$ cat config.mk
export PLATFORM = sky130hd
export DESIGN_NAME = sc_frog_game_controller
export DESIGN_NICKNAME = d
export VERILOG_FILES = /design/src/rtl/sc_frog_game_controller_pkg.sv /design/src/rtl/sc_hold_counter.sv /design/src/rtl/sc_frog_game_controller.sv
export SDC_FILE = /design/constraint.sdc
export NUM_CORES = 1
export LEC_CHECK = 0
export BUFFER_PORTS_ARGS = -buffer_cell sky130_fd_sc_hd__buf_2
export CAP_MARGIN = 20
export CORE_MARGIN = 1
export CORE_UTILIZATION = 29
export CTS_CLUSTER_DIAMETER = 30
export DETAILED_ROUTE_END_ITERATION = 7
export PLACE_DENSITY = 0.52
export SETUP_SLACK_MARGIN = 0.4
export SYNTH_ARGS = -nofsm -noshare
export SYNTH_HDL_FRONTEND = slang
export SYNTH_SLANG_ARGS = --single-unit
$ cat constraint.sdc
create_clock -name GAME_CTRL_CLOCK_50 -period 1.84 [get_ports GAME_CTRL_CLOCK_50]
set_clock_uncertainty 0.05 [all_clocks]
set_input_delay 0.092 -clock GAME_CTRL_CLOCK_50 [delete_from_list [all_inputs] [get_ports GAME_CTRL_CLOCK_50]]
set_output_delay 0.092 -clock GAME_CTRL_CLOCK_50 [all_outputs]
set_load 0.05 [all_outputs]
$ cat src/rtl/sc_frog_game_controller_pkg.sv
// Shared types and constants for the Frogger game sequencer.
package sc_frog_game_controller_pkg;

  localparam int unsigned LivesWidth = 3;
  localparam int unsigned LevelWidth = 4;
  localparam int unsigned CountWidth = 8;

  // Encoding is fixed because the display decodes it directly.
  typedef enum logic [2:0] {
    StIdle     = 3'd0,
    StInit     = 3'd1,
    StPlay     = 3'd2,
    StSettle   = 3'd3,
    StCheck    = 3'd4,
    StWin      = 3'd5,
    StHit      = 3'd6,
    StGameOver = 3'd7
  } gameStateT;

  localparam logic [1:0] CodeWin  = 2'b11;
  localparam logic [1:0] CodeHit  = 2'b01;
  localparam logic [1:0] CodeNone = 2'b00;
  localparam logic [1:0] CodeErr  = 2'b10;

endpackage

$ cat src/rtl/sc_hold_counter.sv
// Loadable down-counter with zero flag; decrements on tick, stops at zero.
module sc_hold_counter
  import sc_frog_game_controller_pkg::*;
(
  input  logic                  clk,
  input  logic                  rst,
  input  logic                  load,
  input  logic [CountWidth-1:0] loadValue,
  input  logic                  tick,
  output logic                  zero
);

  logic [CountWidth-1:0] countQ;

  always_ff @(posedge clk) begin
    if (rst) begin
      countQ <= '0;
    end else if (load) begin
      countQ <= loadValue;
    end else if (tick && (countQ != '0)) begin
      countQ <= countQ - CountWidth'(1);
    end
  end

  assign zero = (countQ == '0);

endmodule

$ cat src/rtl/sc_frog_game_controller.sv
// Frogger game sequencer: paces row shifts, samples the comparator, tracks lives and level.
module sc_frog_game_controller
  import sc_frog_game_controller_pkg::*;
#(
  parameter int unsigned LIVES_INIT    = 3,
  parameter int unsigned LEVEL_MAX     = 7,
  parameter int unsigned HOLD_TICKS    = 4,
  parameter int unsigned SETTLE_CYCLES = 2
) (
  input  logic                  GAME_CTRL_CLOCK_50,
  input  logic                  GAME_CTRL_RESET_InHigh,
  input  logic                  GAME_CTRL_start_InLow,
  input  logic                  GAME_CTRL_tick_In,
  input  logic [1:0]            GAME_CTRL_win_InBUS,
  output logic                  GAME_CTRL_clear_Out,
  output logic                  GAME_CTRL_shift_Out,
  output logic                  GAME_CTRL_frogReset_Out,
  output logic [LivesWidth-1:0] GAME_CTRL_lives_OutBUS,
  output logic [LevelWidth-1:0] GAME_CTRL_level_OutBUS,
  output logic [2:0]            GAME_CTRL_state_OutBUS,
  output logic                  GAME_CTRL_gameOver_Out,
  output logic                  GAME_CTRL_codeErr_Out
);

  gameStateT             stateQ, stateD;
  logic [LivesWidth-1:0] livesQ, livesD;
  logic [LevelWidth-1:0] levelQ, levelD;
  logic                  codeErrQ, codeErrD;
  logic                  clearQ, clearD;
  logic                  shiftQ, shiftD;
  logic                  frogResetQ, frogResetD;
  logic                  startPrevQ;
  logic                  startFall;
  logic                  cntLoad, cntTick, cntZero;
  logic [CountWidth-1:0] cntLoadValue;

  assign startFall = startPrevQ && !GAME_CTRL_start_InLow;

  sc_hold_counter u_holdCounter (
    .clk       (GAME_CTRL_CLOCK_50),
    .rst       (GAME_CTRL_RESET_InHigh),
    .load      (cntLoad),
    .loadValue (cntLoadValue),
    .tick      (cntTick),
    .zero      (cntZero)
  );

  always_ff @(posedge GAME_CTRL_CLOCK_50) begin
    if (GAME_CTRL_RESET_InHigh) begin
      stateQ     <= StIdle;
      livesQ     <= '0;
      levelQ     <= '0;
      codeErrQ   <= 1'b0;
      clearQ     <= 1'b0;
      shiftQ     <= 1'b0;
      frogResetQ <= 1'b0;
      startPrevQ <= 1'b1;
    end else begin
      stateQ     <= stateD;
      livesQ     <= livesD;
      levelQ     <= levelD;
      codeErrQ   <= codeErrD;
      clearQ     <= clearD;
      shiftQ     <= shiftD;
      frogResetQ <= frogResetD;
      startPrevQ <= GAME_CTRL_start_InLow;
    end
  end

  always_comb begin
    stateD       = stateQ;
    livesD       = livesQ;
    levelD       = levelQ;
    codeErrD     = codeErrQ;
    clearD       = 1'b0;
    shiftD       = 1'b0;
    frogResetD   = 1'b0;
    cntLoad      = 1'b0;
    cntLoadValue = '0;
    cntTick      = 1'b0;
    unique case (stateQ)
      StIdle: if (startFall) stateD = StInit;
      StInit: begin
        clearD     = 1'b1;
        frogResetD = 1'b1;
        livesD     = LivesWidth'(LIVES_INIT);
        levelD     = LevelWidth'(1);
        stateD     = StPlay;
      end
      StPlay: if (GAME_CTRL_tick_In) begin
        shiftD       = 1'b1;
        stateD       = StSettle;
        cntLoad      = 1'b1;
        cntLoadValue = CountWidth'(SETTLE_CYCLES);
      end
      // Settle counts clock cycles, not frame ticks.
      StSettle: if (cntZero) stateD = StCheck; else cntTick = 1'b1;
      StCheck: begin
        unique case (GAME_CTRL_win_InBUS)
          CodeWin: begin
            stateD       = StWin;
            levelD       = (levelQ >= LevelWidth'(LEVEL_MAX)) ? LevelWidth'(LEVEL_MAX)
                                                              : levelQ + LevelWidth'(1);
            frogResetD   = 1'b1;
            cntLoad      = 1'b1;
            cntLoadValue = CountWidth'(HOLD_TICKS);
          end
          CodeHit: begin
            stateD       = StHit;
            livesD       = (livesQ != '0) ? livesQ - LivesWidth'(1) : '0;
            cntLoad      = 1'b1;
            cntLoadValue = CountWidth'(HOLD_TICKS);
          end
          CodeErr: begin
            codeErrD = 1'b1;
            stateD   = StPlay;
          end
          CodeNone: stateD = StPlay;
          default:  stateD = StPlay;
        endcase
      end
      StWin: if (cntZero) stateD = StPlay; else cntTick = GAME_CTRL_tick_In;
      StHit: begin
        if (cntZero) begin
          if (livesQ == '0) begin
            stateD = StGameOver;
          end else begin
            frogResetD = 1'b1;
            stateD     = StPlay;
          end
        end else begin
          cntTick = GAME_CTRL_tick_In;
        end
      end
      StGameOver: if (startFall) stateD = StInit;
      default: stateD = StIdle;
    endcase
  end

  assign GAME_CTRL_clear_Out     = clearQ;
  assign GAME_CTRL_shift_Out     = shiftQ;
  assign GAME_CTRL_frogReset_Out = frogResetQ;
  assign GAME_CTRL_lives_OutBUS  = livesQ;
  assign GAME_CTRL_level_OutBUS  = levelQ;
  assign GAME_CTRL_state_OutBUS  = stateQ;
  assign GAME_CTRL_gameOver_Out  = (stateQ == StGameOver);
  assign GAME_CTRL_codeErr_Out   = codeErrQ;

endmodule
==> results of run 1 <==
worst max-delay path by stage:
stage,start,cells after the start,slack [ns],to
finish,u_holdCounter.countQ[3]$_SDFFE_PP0P_,4,0.09,GAME_CTRL_state_OutBUS[2]$_SDFFE_PP0P_
global placement,u_holdCounter.countQ[5]$_SDFFE_PP0P_,4,0.01,u_holdCounter.countQ[7]$_SDFFE_PP0P_
CTS,u_holdCounter.countQ[0]$_SDFFE_PP0P_,6,0.10,GAME_CTRL_state_OutBUS[2]$_SDFFE_PP0P_
global route,u_holdCounter.countQ[4]$_SDFFE_PP0P_,4,0.05,GAME_CTRL_state_OutBUS[2]$_SDFFE_PP0P_
detailed placement,u_holdCounter.countQ[5]$_SDFFE_PP0P_,4,-0.01,u_holdCounter.countQ[7]$_SDFFE_PP0P_
floorplan,GAME_CTRL_state_OutBUS[2]$_SDFFE_PP0P_,6,0.03,GAME_CTRL_lives_OutBUS[1]$_SDFFE_PP0P_
registers in the layout, indices dropped and copies added (netlist names):
signal	count
GAME_CTRL_clear_Out	1
startPrevQ	1
GAME_CTRL_codeErr_Out	1
GAME_CTRL_frogReset_Out	1
GAME_CTRL_shift_Out	1
u_holdCounter.countQ	8
GAME_CTRL_level_OutBUS	4
GAME_CTRL_state_OutBUS	3
GAME_CTRL_lives_OutBUS	3
cell families (layout without fill, tap and decap cells):
| logic type | count (synthesis) | count (layout) | share of synthesized area (%) |
|---|---|---|---|
| buf+inv | 21 | 64 | 6.64 |
| flops | 23 | 23 | 35.4 |
| simple gates | 58 | 58 | 26.4 |
| xor+xnor | 2 | 2 | 1.35 |
| fa+ha+maj | 3 | 3 | 2.89 |
| compound gates | 45 | 45 | 24.8 |
| mux | 3 | 3 | 2.50 |
power by group:
part | total (mW) | leakage (nW) | switching [mW] | internal, mW
registers | 0.672 | 0.192 | 0.0947 | 0.578
clock network | 0.341 | 0.0228 | 0.185 | 0.155
logic | 1.19 | 0.601 | 0.689 | 0.505
total | 2.21 | 0.815 | 0.969 | 1.24
what timing repair did:
action,4_1_cts,5_1_grt
endpoints found under the hold margin,1,0
setup buffers,17,5
gates resized for setup,22,12
setup endpoints to repair,20,20
pin swaps,13,4
hold buffers,1,0
metrics by stage:
step / utilization, % / power [mW] / setup slack, ns / std cells / hold slack [ns]
finish: 46.1 / 2.21 / 0.0874 / 248 / 0.0731
global route: 46.1 / 2.33 / 0.0516 / 248 / 0.105
CTS: 43.8 / 2.11 / 0.102 / 243 / 0.0845
detailed placement: 37.0 / 1.57 / -0.0113 / 221 / 0.266
global placement: 37.0 / 1.56 / 0.0114 / 221 / 0.267
floorplan: - / 1.42 / 0.0309 / 155 / 0.149
cells in the mapped netlist (all sizes together) (3+ instances only):
master   n  area share (%)
inv      9             2.6
or2      3             1.4
o211ai   3             1.7
a31oi    5             2.4
clkbuf   5             1.4
nand3    4             1.5
o21ai    3             1.2
nor2    15             4.5
nand4b   3             2.0
buf      7             2.6
a21oi   15             5.8
or3b     3             2.0
nand2    4             1.2
o31ai    5             3.9
or4      5             3.0
dfxtp   23              35
nor3     5             1.9
ha       3             2.9
layout make-up:
cell class / instances / area share [%]
Inverter: 9 / 2.03
Sequential cell: 23 / 25.1
Multi-Input combinational cell: 111 / 49.1
Tap cell: 50 / 3.27
Clock buffer: 4 / 2.36
Timing Repair Buffer: 51 / 18.1
metal layers:
layer,up-vias,share of wire [%],global-route usage (%)
met2,32,44,25.8
met1,641,49,22.3
li1,668,-,-
met3,6,4.5,2.47
met5,-,0,0
met4,0,2.2,7.91
worst min-delay path, stage by stage:
cell	delay, ns
buf_2	0.12
a31oi_1	0.08
nor2_1	0.07
==> reports/metrics.yaml, run 1 <==
run_status:
  status: "finished clean"
detailed_routing:
  routed_wl_um: 3650
  drtIter0Drc: 63
  detail-route-antenna-nets: 0
  drt-pass1-iter-count: 4
  vias: 1347
  avgRoutedWirePerCell_um: 14.7
  drc: 0
  avgViaCountPerCell: 5.43
layout:
  drive_above_1_share_pct: 50.5
  fillCellCount: 419
  multi_input_comb_area_um2: 938
  area_growth_pct: 47.1
  antenna_cells: 0
  final_common_cell: "buf_4"
  layout_common_cells: "27 x buf_4, 20 x buf_2, 15 x dfxtp_1"
  postLayoutCellArea_mm2: 0.00191
  finalNetCount: 208
  seqCellArea_um2: 480
clock_network:
  cts.sinks: 23
  cts_buffers: 3
  htree_levels: 1
  cts.path.max_buffers: 2
  cts-root-buf: "clkbuf_8"
  clk_pin_slew_worst_paths_ns: 0.09
  insertion_delay_ns: 0.28
  cts_tree: "yes"
pwr:
  power-per-cell-area_mw_per_mm2: 1150
  leakage_nw: 0.815
  max-vdd-ir-drop_v: 0.000578
floorplanning:
  ioPinCount: 21
  die_area_mm2: 0.00475
  die_h_um: 69.0
  core_mm2: 0.00414
  rows: 23
  start_util_pct: 31.4
  die_x_um: 69.0
synth:
  synth_seq_cells: 23
  syn-mean-instance-area_um2: 8.39
  synth_cell_types: 49
  synth_seq_area_share_pct: 35.4
  async_flop_share_pct: 0
  synth_edf_count: 0
  syn_area_mm2: 0.00130
  syn_nets: 164
  syn_inst: 155
  synth_flop_cell: "dfxtp_1"
  ys_warn_count: 0
worst_setup_path:
  crit-reg2reg-launch: "u_holdCounter.countQ[3]$_SDFFE_PP0P_"
  cp_max_fo: 5
  r2r_setup_slack_ns: 0.09
  start_kind: "flop"
  worstPathArrival_ns: 1.87
  timing.reg2reg.worst_path_depth: 4
  cp_cell_sequence: "or4_4 -> nor2_4 -> o221a_4 -> mux2_4"
  cpPeakStageDelay_ns: 0.58
  critPathKind: "flop to flop"
  critical_path.top_delay_family: "simple AND/OR/NAND/NOR gates"
  critical_path_buf_inv_count: 0
  required_ns: 1.96
  cp_slowest_cell: "or4_4"
  r2r-end: "GAME_CTRL_state_OutBUS[2]$_SDFFE_PP0P_"
  endpoint_kind: "flop"
timing:
  post-route-period-util_pct: 95.2
  rsz0062_at_grt: "yes"
  worst_slew_pin_slew_ns: 0.442
  slew_headroom_pct: 70.2
  drv_slew: 0
  clock.fmax_mhz: 571
  finalCriticalPeriod_ns: 1.75
  finalSetupViolCount: 0
  tns_ns: 0
  hold_viol: 0
placement:
  place.gp.congestion: 0.845
  place_hpwl_um: 2330
  place_area_mm2: 0.00153
  port_buffers: 20
grt:
  grt_pass1_vias: 1265
  grtUsageTotal_pct: 16.6
  grt_max_degree: 18
  antenna_found_initial: 0
  grt_pass1_wl_um: 5770
  overflow: 0
run:
  cap_violations: 0
min_path:
  hold_path_end: "GAME_CTRL_codeErr_Out$_SDFFE_PP0P_"
  whs_path_depth: 3
  hold_path.class: "primary input to flop"
  min_from: "GAME_CTRL_win_InBUS[1]"
Power figures use the tool's default switching activity.
==> inputs of run 2 (changes only) <==
CORE_UTILIZATION = 40   (was 29)
PLACE_DENSITY = 0.66   (was 0.52)
==> run 2 against run 1 <==
  * Non-clock buffer count shrank 4
  * Final cell count fell by 4.0%
  * Sequential power increased by 1%
  * Register-to-register slack barely moved
  * First-iteration DRC count up 11%
  * Maximum frequency increased by 0.21%
  * Power fell by 3.8%
  * Critical endpoint is now u_holdCounter.countQ[3]$_SDFFE_PP0P_
  * Clock power shrank 28%
  * Global-route usage is 4.6 points higher
  * Core utilization up 16 points
  * Clock-buffer cell count is the same
  * Sequential cell count unchanged
==> reports/metrics.yaml, run 2 (synthesized netlist as in run 1, its figures left out) <==
min_path:
  hold_path_end: "GAME_CTRL_codeErr_Out$_SDFFE_PP0P_"  # unchanged
  whs_path_depth: 3  # unchanged
  min_from: "GAME_CTRL_win_InBUS[1]"  # unchanged
  hold_path.class: "primary input to flop"  # unchanged
layout:
  postLayoutCellArea_mm2: 0.00190  # was 0.00191 mm²
  max_flop_register: "u_holdCounter.countQ"  # unchanged
  drive_above_1_share_pct: 52.6  # was 50.5%
  antenna_cells: 0  # unchanged
  finalNetCount: 204  # was 208
  largest_register_ffs: 8  # unchanged
  layout_common_cells: "19 x buf_2, 19 x buf_4, 16 x dfxtp_1"  # was 27 x buf_4, 20 x buf_2, 15 x dfxtp_1
  final_util_pct: 61.7  # was 46.1%
  area_growth_pct: 46.1  # was 47.1%
clock_network:
  cts_tree: "yes"  # unchanged
  clk_pin_slew_worst_paths_ns: 0.14  # was 0.09 ns
  cts-root-buf: "clkbuf_4"  # was clkbuf_8
  cts.sinks: 23  # unchanged
  htree_levels: 1  # unchanged
  cts.path.max_buffers: 2  # unchanged
  insertion_delay_ns: 0.32  # was 0.28 ns
  cts_buffers: 3  # unchanged
grt:
  grtUsageTotal_pct: 21.2  # was 16.6%
  overflow: 0  # unchanged
  grt_max_degree: 18  # unchanged
  grt_pass1_wl_um: 5600  # was 5770 µm
  antenna_found_initial: 0  # unchanged
  grt_pass1_vias: 1147  # was 1265
floorplanning:
  core_mm2: 0.00308  # was 0.00414 mm²
  rows: 20  # was 23
  die_h_um: 59.0  # was 69.0 µm
  start_util_pct: 42.2  # was 31.4%
  ioPinCount: 21  # unchanged
  die_area_mm2: 0.00348  # was 0.00475 mm²
  die_x_um: 59.0  # was 69.0 µm
worst_setup_path:
  endpoint_kind: "flop"  # unchanged
  worstPathArrival_ns: 1.94  # was 1.87 ns
  crit-reg2reg-launch: "u_holdCounter.countQ[1]$_SDFFE_PP0P_"  # was u_holdCounter.countQ[3]$_SDFFE_PP0P_
  crit_start: "u_holdCounter.countQ[1]$_SDFFE_PP0P_"  # was u_holdCounter.countQ[3]$_SDFFE_PP0P_
  required_ns: 2.04  # was 1.96 ns
  cp_max_fo: 7  # was 5
  r2r_setup_slack_ns: 0.09  # about the same
  start_kind: "flop"  # unchanged
  critPathKind: "flop to flop"  # unchanged
  timing.reg2reg.worst_path_depth: 8  # was 4
  r2r-end: "u_holdCounter.countQ[3]$_SDFFE_PP0P_"  # was GAME_CTRL_state_OutBUS[2]$_SDFFE_PP0P_
detailed_routing:
  drc: 0  # unchanged
  drt-pass1-iter-count: 4  # unchanged
  routed_wl_um: 3710  # was 3650 µm
  avgRoutedWirePerCell_um: 15.6  # was 14.7 µm
  vias: 1367  # was 1347
  detail-route-antenna-nets: 0  # unchanged
  drtIter0Drc: 70  # was 63
  avgViaCountPerCell: 5.74  # was 5.43
timing:
  post-route-period-util_pct: 95.1  # was 95.2%
  hold_viol: 0  # unchanged
  finalSetupViolCount: 0  # unchanged
  drv_slew: 0  # unchanged
  worst_slew_pin_slew_ns: 0.449  # was 0.442 ns
  tns_ns: 0  # unchanged
  slew_headroom_pct: 69.7  # was 70.2%
  rsz0062_at_grt: "yes"  # unchanged
  finalCriticalPeriod_ns: 1.75  # about the same
  clock.fmax_mhz: 572  # was 571 MHz
placement:
  place.gp.congestion: 0.855  # was 0.845
  place_area_mm2: 0.00152  # was 0.00153 mm²
  port_buffers: 20  # unchanged
  place_hpwl_um: 2270  # was 2330 µm
run:
  cap_violations: 0  # unchanged
run_status:
  status: "finished clean"  # unchanged
pwr:
  max-vdd-ir-drop_v: 0.000482  # was 0.000578 V
  fin_total_pwr_mw: 2.12  # was 2.21 mW
  leakage_nw: 0.792  # was 0.815 nW
  power-per-cell-area_mw_per_mm2: 1120  # was 1150 mW/mm²
-- run 2: worst max-delay path, cell delays in order (launching register included) --
cell	delay, ns
dfxtp_2	0.37
inv_4	0.05
ha_4	0.14
or3b_4	0.25
nor2_4	0.05
buf_6	0.10
buf_6	0.12
or4_1	0.41
a21oi_1	0.14
-- run 2: per-stage QoR --
stage / setup slack, ns / hold WS, ns / std cells
global placement: 0.0346 / 0.265 / 214
finish: 0.0910 / 0.0276 / 238
global route: 0.0499 / 0.0349 / 238
CTS: 0.104 / 0.0365 / 234
floorplan: 0.0309 / 0.149 / 155
detailed placement: 0.00765 / 0.273 / 214
-- run 2: routing by layer --
metal,vias to the layer above,share of wire [%],global-route usage [%]
met4,0,0.83,6.12
met3,4,4.3,2.40
met5,-,0,0
met1,655,47,31.1
met2,43,48,32.8
li1,665,-,-
-- run 2: how the worst max path moves through the flow --
stage / endpoint / slack, ns / depth (start not counted)
2_1_floorplan: GAME_CTRL_lives_OutBUS[1]$_SDFFE_PP0P_ / 0.03 / 6
3_3_place_gp: u_holdCounter.countQ[7]$_SDFFE_PP0P_ / 0.03 / 4
3_5_place_dp: u_holdCounter.countQ[7]$_SDFFE_PP0P_ / 0.008 / 4
4_1_cts: GAME_CTRL_state_OutBUS[2]$_SDFFE_PP0P_ / 0.10 / 6
5_1_grt: u_holdCounter.countQ[3]$_SDFFE_PP0P_ / 0.05 / 8
6_report: u_holdCounter.countQ[3]$_SDFFE_PP0P_ / 0.09 / 8
-- run 2: power breakdown --
part	leakage, nW	internal (mW)	switching (mW)
logic	0.586	0.488	0.710
registers	0.191	0.579	0.102
clock network	0.0150	0.0848	0.161
-- run 2: cell type report --
| class | instances | area, µm² |
|---|---|---|
| sequential | 23 | 477 |
| clock buffer | 4 | 26.3 |
| fill | 276 | 1180 |
| multi-input combinational | 111 | 965 |
| inverter | 9 | 38.8 |
| timing repair buffer | 47 | 338 |
| tap | 44 | 55.1 |
-- run 2: what timing repair did --
action,in CTS,in global routing
endpoints found under the setup margin,19,22
hold buffers,1,0
endpoints found under the hold margin,1,0
resized for setup,29,21
pin swaps,22,4
gates cloned,0,0
setup buffers,15,4
